==> config.mk <==
export PLATFORM = sky130hd
export DESIGN_NAME = bcd_timer_counter
export DESIGN_NICKNAME = d
export VERILOG_FILES = /design/src/rtl/bcd_timer_counter_pkg.sv /design/src/rtl/bcd_timer_counter_key_debounce.sv /design/src/rtl/bcd_timer_counter.sv
export SDC_FILE = /design/constraint.sdc
export NUM_CORES = 1
export LEC_CHECK = 0
export CAP_MARGIN = 15
export CORE_UTILIZATION = 40
export DETAILED_ROUTE_END_ITERATION = 8
export PLACE_DENSITY_LB_ADDON = 0.25
export REMOVE_ABC_BUFFERS = 1
export SETUP_SLACK_MARGIN = 0.5
export SLEW_MARGIN = 20
export SYNTH_ARGS = -nofsm -noshare
export SYNTH_HDL_FRONTEND = slang
export SYNTH_SLANG_ARGS = --single-unit
==> constraint.sdc <==
create_clock -name clk -period 5.01 [get_ports clk]
set_input_delay 1.002 -clock clk [delete_from_list [all_inputs] [get_ports clk]]
set_output_delay 1.002 -clock clk [all_outputs]
set_load 0.02 [all_outputs]
==> src/rtl/bcd_timer_counter_pkg.sv <==
// Shared types, segment table and BCD arithmetic helpers for the BCD timer/counter.
package bcd_timer_counter_pkg;

    localparam int unsigned MAX_DIGITS = 6;
    localparam int unsigned SEG_W      = 9;

    typedef logic [3:0]              bcd_digit_t;
    typedef logic [4*MAX_DIGITS-1:0] bcd_vec_t;

    // gfedcba patterns for digits 0..9
    localparam logic [6:0] SEG_TABLE [10] = '{
        7'h3F, 7'h06, 7'h5B, 7'h4F, 7'h66, 7'h6D, 7'h7D, 7'h07, 7'h7F, 7'h6F
    };

    function automatic logic [SEG_W-1:0] seg7_encode(input bcd_digit_t d);
        logic [SEG_W-1:0] s;
        s = '0;
        if (d <= 4'd9) begin
            s = {2'b00, SEG_TABLE[d]};
        end
        return s;
    endfunction

    // Increment the low n digits; carry is set when all n digits wrapped 9 -> 0.
    function automatic bcd_vec_t bcd_inc(input bcd_vec_t v, input int unsigned n,
                                         output logic carry);
        bcd_vec_t   r;
        bcd_digit_t d;
        logic       c;
        r = v;
        c = 1'b1;
        for (int unsigned i = 0; i < MAX_DIGITS; i++) begin
            d = v[4*i +: 4];
            if (i < n && c) begin
                if (d == 4'd9) begin
                    r[4*i +: 4] = 4'd0;
                end else begin
                    r[4*i +: 4] = d + 4'd1;
                    c           = 1'b0;
                end
            end
        end
        carry = c;
        return r;
    endfunction

    // Decrement the low n digits; borrow is set when the input was zero.
    function automatic bcd_vec_t bcd_dec(input bcd_vec_t v, input int unsigned n,
                                         output logic borrow);
        bcd_vec_t   r;
        bcd_digit_t d;
        logic       b;
        r = v;
        b = 1'b1;
        for (int unsigned i = 0; i < MAX_DIGITS; i++) begin
            d = v[4*i +: 4];
            if (i < n && b) begin
                if (d == 4'd0) begin
                    r[4*i +: 4] = 4'd9;
                end else begin
                    r[4*i +: 4] = d - 4'd1;
                    b           = 1'b0;
                end
            end
        end
        borrow = b;
        return r;
    endfunction

    function automatic bcd_vec_t to_bcd(input int unsigned val);
        bcd_vec_t    r;
        int unsigned x;
        r = '0;
        x = val;
        for (int unsigned i = 0; i < MAX_DIGITS; i++) begin
            r[4*i +: 4] = 4'(x % 10);
            x           = x / 10;
        end
        return r;
    endfunction

endpackage

==> src/rtl/bcd_timer_counter_key_debounce.sv <==
// Active-low key synchroniser plus saturating debounce counter; one press pulse per hold.
module key_debounce #(
    parameter int unsigned DEBOUNCE_CYCLES = 500_000
) (
    input  logic clk,
    input  logic reset,
    input  logic key_n,
    output logic press
);

    localparam int unsigned CW = $clog2(DEBOUNCE_CYCLES + 1);

    logic          key_meta_q, key_s_q;
    logic [CW-1:0] cnt_q, cnt_d;
    logic          press_q, press_d;

    always_comb begin
        cnt_d   = cnt_q;
        press_d = 1'b0;
        if (key_s_q) begin
            cnt_d = '0;
        end else begin
            if (cnt_q != CW'(DEBOUNCE_CYCLES)) begin
                cnt_d = cnt_q + CW'(1);
            end
            press_d = (cnt_q == CW'(DEBOUNCE_CYCLES - 1));
        end
    end

    always_ff @(posedge clk or negedge reset) begin
        if (!reset) begin
            key_meta_q <= 1'b1;
            key_s_q    <= 1'b1;
            cnt_q      <= '0;
            press_q    <= 1'b0;
        end else begin
            key_meta_q <= key_n;
            key_s_q    <= key_meta_q;
            cnt_q      <= cnt_d;
            press_q    <= press_d;
        end
    end

    assign press = press_q;

endmodule

==> src/rtl/bcd_timer_counter.sv <==
// N-digit BCD set/countdown counter with debounced keys and 7-segment decode.
module bcd_timer_counter
    import bcd_timer_counter_pkg::*;
#(
    parameter int unsigned NUM_DIGITS      = 2,
    parameter int unsigned MAX_VALUE       = 30,
    parameter int unsigned TICK_DIV        = 12_000_000,
    parameter int unsigned DEBOUNCE_CYCLES = 500_000
) (
    input  logic                        clk,
    input  logic                        reset,
    input  logic                        key_up,
    input  logic                        key_dn,
    input  logic                        sw,
    output logic [4*NUM_DIGITS-1:0]     bcd,
    output logic [SEG_W*NUM_DIGITS-1:0] seg,
    output logic                        expired,
    output logic                        running
);

    localparam int unsigned BW = 4 * NUM_DIGITS;
    localparam int unsigned PW = (TICK_DIV > 1) ? $clog2(TICK_DIV) : 1;
    localparam logic [BW-1:0] MAX_BCD = BW'(to_bcd(MAX_VALUE));

    logic          up_press, dn_press;
    logic          sw_meta_q, sw_s_q, sw_prev_q;
    logic [BW-1:0] value_q, value_d;
    logic [PW-1:0] presc_q, presc_d;
    logic          expired_q, expired_d;
    logic [BW-1:0] inc_v, dec_v;
    logic          inc_c, dec_b, tick;

    key_debounce #(.DEBOUNCE_CYCLES(DEBOUNCE_CYCLES)) u_db_up (
        .clk   (clk),
        .reset (reset),
        .key_n (key_up),
        .press (up_press)
    );

    key_debounce #(.DEBOUNCE_CYCLES(DEBOUNCE_CYCLES)) u_db_dn (
        .clk   (clk),
        .reset (reset),
        .key_n (key_dn),
        .press (dn_press)
    );

    always_comb begin
        value_d   = value_q;
        presc_d   = presc_q;
        expired_d = expired_q;
        inc_v     = BW'(bcd_inc(bcd_vec_t'(value_q), NUM_DIGITS, inc_c));
        dec_v     = BW'(bcd_dec(bcd_vec_t'(value_q), NUM_DIGITS, dec_b));
        tick      = (presc_q == PW'(TICK_DIV - 1));
        if (sw_s_q) begin
            presc_d   = '0;
            expired_d = 1'b0;
            if (up_press && !dn_press) begin
                value_d = (value_q == MAX_BCD || inc_c) ? '0 : inc_v;
            end else if (dn_press && !up_press) begin
                value_d = dec_b ? MAX_BCD : dec_v;
            end
        end else begin
            presc_d = tick ? '0 : presc_q + PW'(1);
            // dec_b flags value == 0, which must hold rather than underflow
            if (tick && !dec_b) begin
                value_d = dec_v;
                if (dec_v == '0) begin
                    expired_d = 1'b1;
                end
            end
            if (sw_prev_q && dec_b) begin
                expired_d = 1'b1;
            end
        end
    end

    always_ff @(posedge clk or negedge reset) begin
        if (!reset) begin
            sw_meta_q <= 1'b1;
            sw_s_q    <= 1'b1;
            sw_prev_q <= 1'b1;
            value_q   <= '0;
            presc_q   <= '0;
            expired_q <= 1'b0;
        end else begin
            sw_meta_q <= sw;
            sw_s_q    <= sw_meta_q;
            sw_prev_q <= sw_s_q;
            value_q   <= value_d;
            presc_q   <= presc_d;
            expired_q <= expired_d;
        end
    end

    for (genvar i = 0; i < NUM_DIGITS; i++) begin : g_seg
        assign seg[SEG_W*i +: SEG_W] = seg7_encode(value_q[4*i +: 4]);
    end

    assign bcd     = value_q;
    assign expired = expired_q;
    assign running = ~sw_s_q & (value_q != '0);

endmodule

==> run_results.csv, run 1 <==
group,metric,value,unit
run,maxCapViolCount,0,
placed_design,place_congestion,0.8437,
route,vias,3662,
synth,synth_top_flop_cell,"dfrtp_1",
route,drc_errors,0,
clock_network,clk_pin_slew_worst_paths,60,ps
floorplanning,dieHeight,108.8,um
finish,multi_input_area,2364,um^2
sta,tns,0,ps
global_route,grt_pass1_vias,3437,
critical_path,path_class,"flop to primary output",
sta,finalHoldViolCount,0,
floorplanning,row_count,38,
global_route,grt_max_degree,81,
floorplanning,coreArea,10980,um^2
sta,finalSetupViolCount,0,
critical_path,worstPathArrival,2920,ps
clock_network,post-cts-setup-buffers,0,
min_path,hp-class,"flop to flop",
synth,synth_largest_area_cell,"dfrtp_1",
critical_path,crit_path_max_incr_delay,570,ps
clock_network,root_buffer,"clkbuf_16",
synth,synth.avg_cell_area,9.033,um^2
placed_design,hpwl,6302,um
sta,rsz0062_at_grt,"no",
finish,post-route-util,47.64,%
synth,async_reset_ff_share,100.0,%
synth,syn-cell-area,4562,um^2
sta,fin_crit,3924,ps
finish,n_antenna_cell,0,
clock_network,htree_levels,3,
critical_path,crit_buf_inv,2,
synth,synth-seq-cells,80,
sta,finalCritPeriodShare,78.33,%
clock_network,clock_latency,330,ps
finish,n_fill_cell,1056,
global_route,overflow,0,
critical_path,slowest_stage,"nor3_1",
critical_path,crit_cells,6,
floorplanning,fp.dieW,108.8,um
critical_path,cpLargestDelayFamily,"simple AND/OR/NAND/NOR gates",
pwr,peakVddDrop,0.1513,mV
finish,syn2layout_area_growth,14.70,%
route,ant_nets,0,
sta,slew_viol_final,0,
critical_path,required,4010,ps
sta,slew_headroom,33.85,%
global_route,track_usage,16.58,%
run_status,status,"finished, final reports clean",
pwr,leakagePower,0.002080,uW
synth,ys_warn_count,0,
critical_path,critPathCaptureType,"primary output",
clock_network,cts_tree,"built",
sta,finClkSkew,8.116,ps
min_path,hold_depth,0,
clock_network,cts_buffer_depth,2,
floorplanning,initial_core_util,41.54,%
route,wl,9136,um
synth,netlist-cell-type-count,65,
finish,drive_above_1_share,5.682,%
finish,regArea,2011,um^2
synth,synth_top_area_share,40.04,%
global_route,antenna_found_initial,0,
synth,synth.most_common_cell,"dfrtp_1",
synth,synth-edff-count,0,
critical_path,start_kind,"flop",
synth,synthTopCellsByArea,"dfrtp_1 (40%), xnor2_1 (6.3%), nor2_1 (5.5%), ha_1 (4.9%), dfstp_2 (4.0%)",
synth,yosys-top-cells-count,"dfrtp_1 (73), nor2_1 (67), xnor2_1 (33), a21oi_1 (31), o21ai_0 (31)",
clock_network,cts_inserted_buffers,9,
route,drt_iter0_drc,240,
sta,fmax,254.8,MHz
clock_network,cts_sinks,80,
placed_design,port_buffers,28,
sta,tightest_slew,985.6,ps
pwr,pwr_density_cell,261.8,nW/um^2
clock_network,cts_resized,0,
route,drtPass1Iterations,4,
critical_path,crit_chain,"inv_1 > ha_1 > nand4bb_1 > nor3_1 > nor2_1 > clkdlybuf4s50_1",
critical_path,path_max_fanout,11,
synth,synthCells,505,
finish,finalNetCount,546,
route,avgViaCountPerCell,5.482,
synth,seq_area_frac_synth,44.08,%
critical_path,r2r_cells,7,
global_route,grt_pass1_wl,15860,um
clock_network,ctsHoldBuffers,0,
floorplanning,num_io_pins,33,
route,wire_per_inst,13.68,um
floorplanning,die_area,11840,um^2
[placed cells by master (no fill, tap or decap), drive strengths merged, types with 4 or more instances in the layout]
master and n:
dfrtp 73, nor2 68, xnor2 33, o21ai 33, a21oi 31, nand2 27
clkdlybuf4s50 27, inv 22, nand3 22, nor3 18, ha 18, or3 15
nor4 12, nand4 12, and3 11, xor2 11, clkbuf 11, dfstp 7
nand3b 5, conb 4, and2 4
[power breakdown]
part           switching [uW]  internal, uW
combinational            27.0          13.8
clock                     246           411
sequential               14.4           658
[area by class of cell]
class,count,share of cell area [%]
flip-flops and latches,80,38.43
inverters,23,1.650
well taps,140,3.348
multi-input cells,380,45.17
clock inverters,5,1.052
clock buffers,11,4.830
repair buffers,29,5.524
[routing by layer]
| layer | track usage, % | vias to the layer above | routed length, um |
|---|---|---|---|
| li1 | - | 1820 | - |
| met1 | 22.80 | 1785 | 4551 |
| met2 | 27.17 | 53 | 4286 |
| met3 | 3.646 | 4 | 282 |
| met4 | 2.799 | 0 | 17 |
| met5 | 0 | - | 0 |
[worst paths after layout]
| kind | startpoint | endpoint | slack, ps |
|---|---|---|---|
| setup reg to reg | bcd[0] | bcd[7] | 2140 |
| min in group asynchronous | reset | u_db_up.cnt_q[13] | 700 |
| hold reg to reg | u_db_up.key_meta_q | u_db_up.key_s_q | 360 |
| hold / removal | u_db_up.key_meta_q | u_db_up.key_s_q | 360 |
| max in group asynchronous | reset | expired | 3820 |
| setup / recovery | bcd[0] | running | 1090 |
[stage by stage]
step / setup slack [ps] / hold slack [ps] / std cells / cell area [um^2] / total power [uW]
6_report: 1086 / 356.6 / 668 / 5233 / 1370
3_5_place_dp: 1430 / 349.3 / 652 / 4921 / 726.1
2_1_floorplan: 2213 / 345.2 / 483 / 4461 / 700.6
5_1_grt: 860.4 / 364.4 / 668 / 5233 / 1424
4_1_cts: 1081 / 357.7 / 668 / 5229 / 1392
3_3_place_gp: 1582 / 346.3 / 652 / 4921 / 725.1
[flip-flops by register name (all words and copies together), names as in the netlist]
| signal | flops |
|---|---|
| bcd | 8 |
| u_db_up.press | 1 |
| u_db_up.cnt_q | 19 |
| sw_prev_q | 1 |
| sw_s_q | 1 |
| u_db_up.key_s_q | 1 |
| u_db_dn.key_meta_q | 1 |
| u_db_dn.key_s_q | 1 |
| presc_q | 24 |
| expired | 1 |
| u_db_up.key_meta_q | 1 |
| u_db_dn.cnt_q | 19 |
| u_db_dn.press | 1 |
| sw_meta_q | 1 |
[kinds of logic (layout without fill, tap and decap cells)]
| family | Yosys count | count (layout) | synth area share [%] |
|---|---|---|---|
| buffers and inverters | 48 | 68 | 4.361 |
| other | 1 | 4 | 0.08220 |
| flip-flops | 80 | 80 | 44.08 |
| AO/OA/AOI/OAI | 95 | 95 | 12.81 |
| AND/OR/NAND/NOR | 216 | 216 | 24.60 |
| multiplexers | 3 | 3 | 0.6857 |
| adder cells (fa/ha/maj) | 18 | 18 | 4.937 |
| XOR/XNOR | 44 | 44 | 8.448 |
No activity file was read; power rests on OpenSTA's default activity.
==> run 2, diff against run 1 <==
Clock period 5.01 ns to 4 ns, I/O delays scaled along.
==> run 2 against run 1 <==
Effect of this change:
- via count fell by 0.14%
- largest cell class unchanged
- routed wire length fell by 0.28%
- register-to-register slack lost 780 ps
- power up 25%
- clock skew is 1.6 ps lower
==> run_results.csv, run 2 (synthesized netlist as in run 1, its figures left out) <==
group,metric,value,unit
route,drc_errors,0,
min_path,hp-class,"flop to flop",
critical_path,crit_chain,"inv_1 > ha_2 > nand4bb_1 > nor3_4 > nor2_1 > clkdlybuf4s50_1",
clock_network,cts_sinks,80,
placed_design,postPlaceCellArea,4921,um^2
sta,finalCritPeriodShare,82.26,%
placed_design,place_congestion,0.8437,
clock_network,htree_levels,3,
sta,tns,0,ps
critical_path,slowest_stage,"clkdlybuf4s50_1",
run,maxCapViolCount,0,
finish,final_common_cell,"dfrtp_1",
placed_design,place_ws,658.4,ps
clock_network,clk_pin_slew_worst_paths,60,ps
clock_network,clock_latency,330,ps
placed_design,port_buffers,28,
global_route,grt_pass1_vias,3420,
critical_path,path_class,"flop to primary output",
critical_path,cpLargestDelayFamily,"buffers and inverters",
critical_path,required,3200,ps
sta,rsz0062_at_grt,"no",
floorplanning,dieHeight,108.8,um
route,avgViaCountPerCell,5.466,
sta,setup_ws,709.5,ps
route,vias,3657,
run_status,status,"finished, final reports clean",
route,drtPass1Iterations,4,
sta,finalSetupViolCount,0,
sta,finalHoldViolCount,0,
finish,syn2layout_area_growth,15.17,%
finish,final_cell_mix,"dfrtp_1 (73), nor2_1 (67), xnor2_1 (33)",
finish,largest_reg_flops,24,
sta,tightest_slew,984.5,ps
sta,finClkSkew,6.540,ps
sta,fmax,303.9,MHz
sta,slew_viol_final,0,
finish,n_antenna_cell,0,
critical_path,critPathCaptureType,"primary output",
finish,drive_above_1_share,6.238,%
sta,slew_headroom,33.92,%
clock_network,cts_buffer_depth,2,
global_route,overflow,0,
pwr,leakagePower,0.002089,uW
critical_path,path_max_fanout,11,
floorplanning,initial_core_util,41.54,%
route,drt_iter0_drc,214,
critical_path,start_kind,"flop",
floorplanning,num_io_pins,33,
placed_design,hpwl,6275,um
critical_path,crit_path_max_incr_delay,540,ps
clock_network,root_buffer,"clkbuf_16",
global_route,grt_max_degree,81,
route,wl,9110,um
finish,reg_top3,"presc_q x24, u_db_dn.cnt_q x19, u_db_up.cnt_q x19",
sta,fin_crit,3290,ps
finish,fin_area,5254,um^2
clock_network,cts_inserted_buffers,9,
critical_path,crit_buf_inv,2,
min_path,hold_depth,0,
floorplanning,die_area,11840,um^2
placed_design,dpl.cell_count,652,
critical_path,crit_cells,6,
global_route,grt_pass1_wl,15860,um
floorplanning,fp.dieW,108.8,um
finish,finalNetCount,547,
global_route,antenna_found_initial,0,
clock_network,cts_tree,"built",
finish,largest_register,"presc_q",
floorplanning,row_count,38,
pwr,peakVddDrop,0.1993,mV
clock_network,ctsHoldBuffers,0,
critical_path,r2r_cells,8,
critical_path,worstPathArrival,2490,ps
finish,stdcell_count,669,
route,wire_per_inst,13.62,um
global_route,track_usage,16.60,%
pwr,pwr_density_cell,326.2,nW/um^2
route,ant_nets,0,
floorplanning,coreArea,10980,um^2
[run 2: layout make-up]
class                      count  area, um^2
fill                        1051        5729
multi-input combinational    380        2377
sequential                    80        2011
timing repair buffer          30       296.5
clock buffer                  11       252.7
tap                          140       175.2
inverter                      23       86.33
clock inverter                 5       55.05
[run 2: final timing paths]
path / end / slack [ps] / startpoint
setup / recovery: running / 710 / bcd[0]
min in group asynchronous: u_db_up.cnt_q[13] / 490 / reset
max in group asynchronous: bcd[5] / 3010 / reset
setup reg to reg: bcd[5] / 1360 / bcd[4]
hold / removal: sw_s_q / 360 / sw_meta_q
hold reg to reg: sw_s_q / 360 / sw_meta_q
[run 2: repair_timing]
action / in CTS / in global routing
setup endpoints to repair: 1 / 3
buffers inserted: 0 / 1
pin swaps: 0 / 1
resized for setup: 1 / 2
[run 2: where the power goes]
group	switching [uW]	total, uW	internal [uW]
clock	306	820	515
sequential	18.4	843	824
combinational	34.0	51.2	17.2
[run 2: layer usage]
layer / vias to the layer above / wire length, um / GRT usage [%]
li1: 1819 / - / -
met1: 1761 / 4434 / 22.50
met2: 72 / 4329 / 27.31
met3: 5 / 307 / 3.347
met4: 0 / 39 / 3.861
met5: - / 0 / 0
[run 2: through the flow]
step           power [uW]  util [%]  hold slack, ps
2_1_floorplan       877.5         -           345.2
3_3_place_gp        908.2     44.81           346.3
3_5_place_dp        909.5     44.81           349.3
4_1_cts              1743     47.65           358.3
5_1_grt              1782     47.84           363.1
6_report             1714     47.84           356.3
[run 2: worst register-to-register path, cell delays in order, from the launching register on]
cell,delay (ps)
dfrtp_1,530
inv_1,160
ha_1,320
nand4bb_1,290
nor3_4,70
buf_4,180
o41a_1,480
nor2_2,250
mux2i_1,260
==> run 3, diff against run 2 <==
Clock period 4 ns to 3.1 ns, I/O delays scaled along.
==> run 3 against run 2 <==
Effect of this change:
- power up 30%
- cell area is 1.1% higher
- final cell count up 0.75%
- sequential share of layout area shrank 0.34 points
- flip-flop and latch count is the same
- first-iteration DRC count fell by 18%
- clock-buffer cell count fell by 1
- clock skew increased by 0.64 ps
- global-route usage grew 0.37 points
- largest cell class unchanged
==> run_results.csv, run 3 (synthesized netlist as in run 1, its figures left out) <==
group,metric,value,unit
floorplanning,die_area,11840,um^2
sta,fmax,399.1,MHz
pwr,p_sw,489.4,uW
pwr,internal_power,1733,uW
finish,post-route-util,48.36,%
floorplanning,num_io_pins,33,
sta,tightest_slew,709.2,ps
critical_path,reg2reg_slack,840,ps
critical_path,reg2reg_to,"bcd[7]",
sta,finalHoldViolCount,0,
finish,finalNetCount,552,
route,drtPass1Iterations,4,
route,drt_iter0_drc,175,
global_route,grt_pass1_wl,15990,um
run_status,status,"finished, final reports clean",
finish,multi_input_area,2419,um^2
critical_path,crit-reg2reg-launch,"bcd[1]",
floorplanning,fp.dieW,108.8,um
pwr,pwr-share-clk,48.1,%
pwr,combPwrFrac,3.0,%
clock_network,cts_sinks,80,
route,ant_nets,0,
clock_network,clk_pin_slew_worst_paths,60,ps
finish,drive_above_1_share,9.738,%
clock_network,cts_buffer_depth,2,
critical_path,worstPathArrival,1890,ps
finish,largest_register,"presc_q",
pwr,peakVddDrop,0.2622,mV
floorplanning,row_count,38,
global_route,track_usage,16.97,%
route,vias,3661,
critical_path,crit_path_end,"seg[9]",
sta,rsz0062_at_grt,"no",
critical_path,crit_start,"bcd[5]",
finish,n_fill_cell,1034,
sta,fin_hold_ws,312.8,ps
clock_network,root_buffer,"clkbuf_16",
clock_network,htree_levels,3,
critical_path,path_class,"flop to primary output",
route,wl,9341,um
critical_path,r2r_cells,7,
pwr,p_sw_share,22.02,%
placed_design,hpwl,6286,um
route,drc_errors,0,
critical_path,critPathCaptureType,"primary output",
sta,tns,0,ps
clock_network,cts_inserted_buffers,9,
floorplanning,dieHeight,108.8,um
critical_path,path_max_fanout,5,
floorplanning,initial_core_util,41.54,%
global_route,antenna_found_initial,0,
pwr,leakagePower,0.002106,uW
finish,n_antenna_cell,0,
sta,finalSetupViolCount,0,
critical_path,start_kind,"flop",
global_route,grt_pass1_vias,3435,
pwr,pwr_density_cell,418.5,nW/um^2
route,wire_per_inst,13.86,um
run,maxCapViolCount,0,
finish,regArea,2014,um^2
finish,final_common_cell,"dfrtp_1",
sta,fin_crit,2506,ps
critical_path,required,2480,ps
sta,slew_viol_final,0,
sta,finalCritPeriodShare,80.82,%
global_route,overflow,0,
finish,reg_top3,"presc_q x24, u_db_dn.cnt_q x19, u_db_up.cnt_q x19",
sta,finClkSkew,7.178,ps
clock_network,cts_tree,"built",
floorplanning,coreArea,10980,um^2
clock_network,ctsHoldBuffers,0,
clock_network,clock_latency,330,ps
finish,syn2layout_area_growth,16.43,%
route,avgViaCountPerCell,5.432,
placed_design,place_congestion,0.8306,
global_route,grt_max_degree,81,
finish,final_cell_mix,"dfrtp_1 (70), nor2_1 (67), xnor2_1 (33)",
min_path,hp-class,"input port to asynchronous set/reset pin",
placed_design,port_buffers,28,
pwr,seq_power_share,48.9,%
finish,largest_reg_flops,24,
sta,slew_headroom,52.72,%
-- run 3: power by group through the flow --
stage	clock, uW	combinational [uW]	sequential, uW
3_5_place_dp	0	68.1	1110
2_1_floorplan	0	32.7	1100
4_1_cts	1100	68.1	1090
3_3_place_gp	0	67.0	1100
6_report	1070	65.9	1090
5_1_grt	1140	79.4	1090
-- run 3: final cells by class --
type	instances	share of cell area (%)
well taps	140	3.298
clock buffers	10	4.499
multi-input cells	380	45.54
repair buffers	35	5.819
inverters	23	1.649
clock inverters	6	1.272
flip-flops and latches	80	37.93
-- run 3: layer usage --
metal  global-route usage, %  vias to the layer above  routed length, um
met2                   27.26                       60               4366
met3                   4.005                       15                303
met5                       0                        -                  0
li1                        -                     1820                  -
met4                   4.054                        0                117
met1                   23.13                     1766               4553
-- run 3: how the worst min path moves through the flow --
stage | from | endpoint
after detailed placement | u_db_dn.key_meta_q | u_db_dn.key_s_q
after floorplan | reset | bcd[0]
final | reset | u_db_up.cnt_q[14]
after global placement | u_db_dn.key_meta_q | u_db_dn.key_s_q
after CTS | u_db_up.key_meta_q | u_db_up.key_s_q
after global routing | u_db_dn.key_meta_q | u_db_dn.key_s_q
-- run 3: worst max-delay path: stages (launching register included) --
cell and delay [ps]:
dfrtp_2 430, inv_1 150, ha_1 260, nor2_1 90, a221oi_1 280, clkdlybuf4s15_1 340
-- run 3: timing repair --
action | in CTS | in global routing
endpoints found under the setup margin | 23 | 18
setup buffers | 0 | 1
hold endpoints to repair | 0 | 0
gates resized for setup | 28 | 13
-- run 3: per-stage QoR --
| stage | setup slack, ps | instances | instance area (um^2) | total power (uW) |
|---|---|---|---|---|
| final | 594.5 | 674 | 5311 | 2223 |
| after global routing | 486.6 | 674 | 5311 | 2304 |
| after global placement | 437.4 | 657 | 4959 | 1172 |
| after detailed placement | 339.2 | 657 | 4959 | 1174 |
| after CTS | 416.4 | 673 | 5276 | 2257 |
| after floorplan | 685.0 | 483 | 4461 | 1132 |
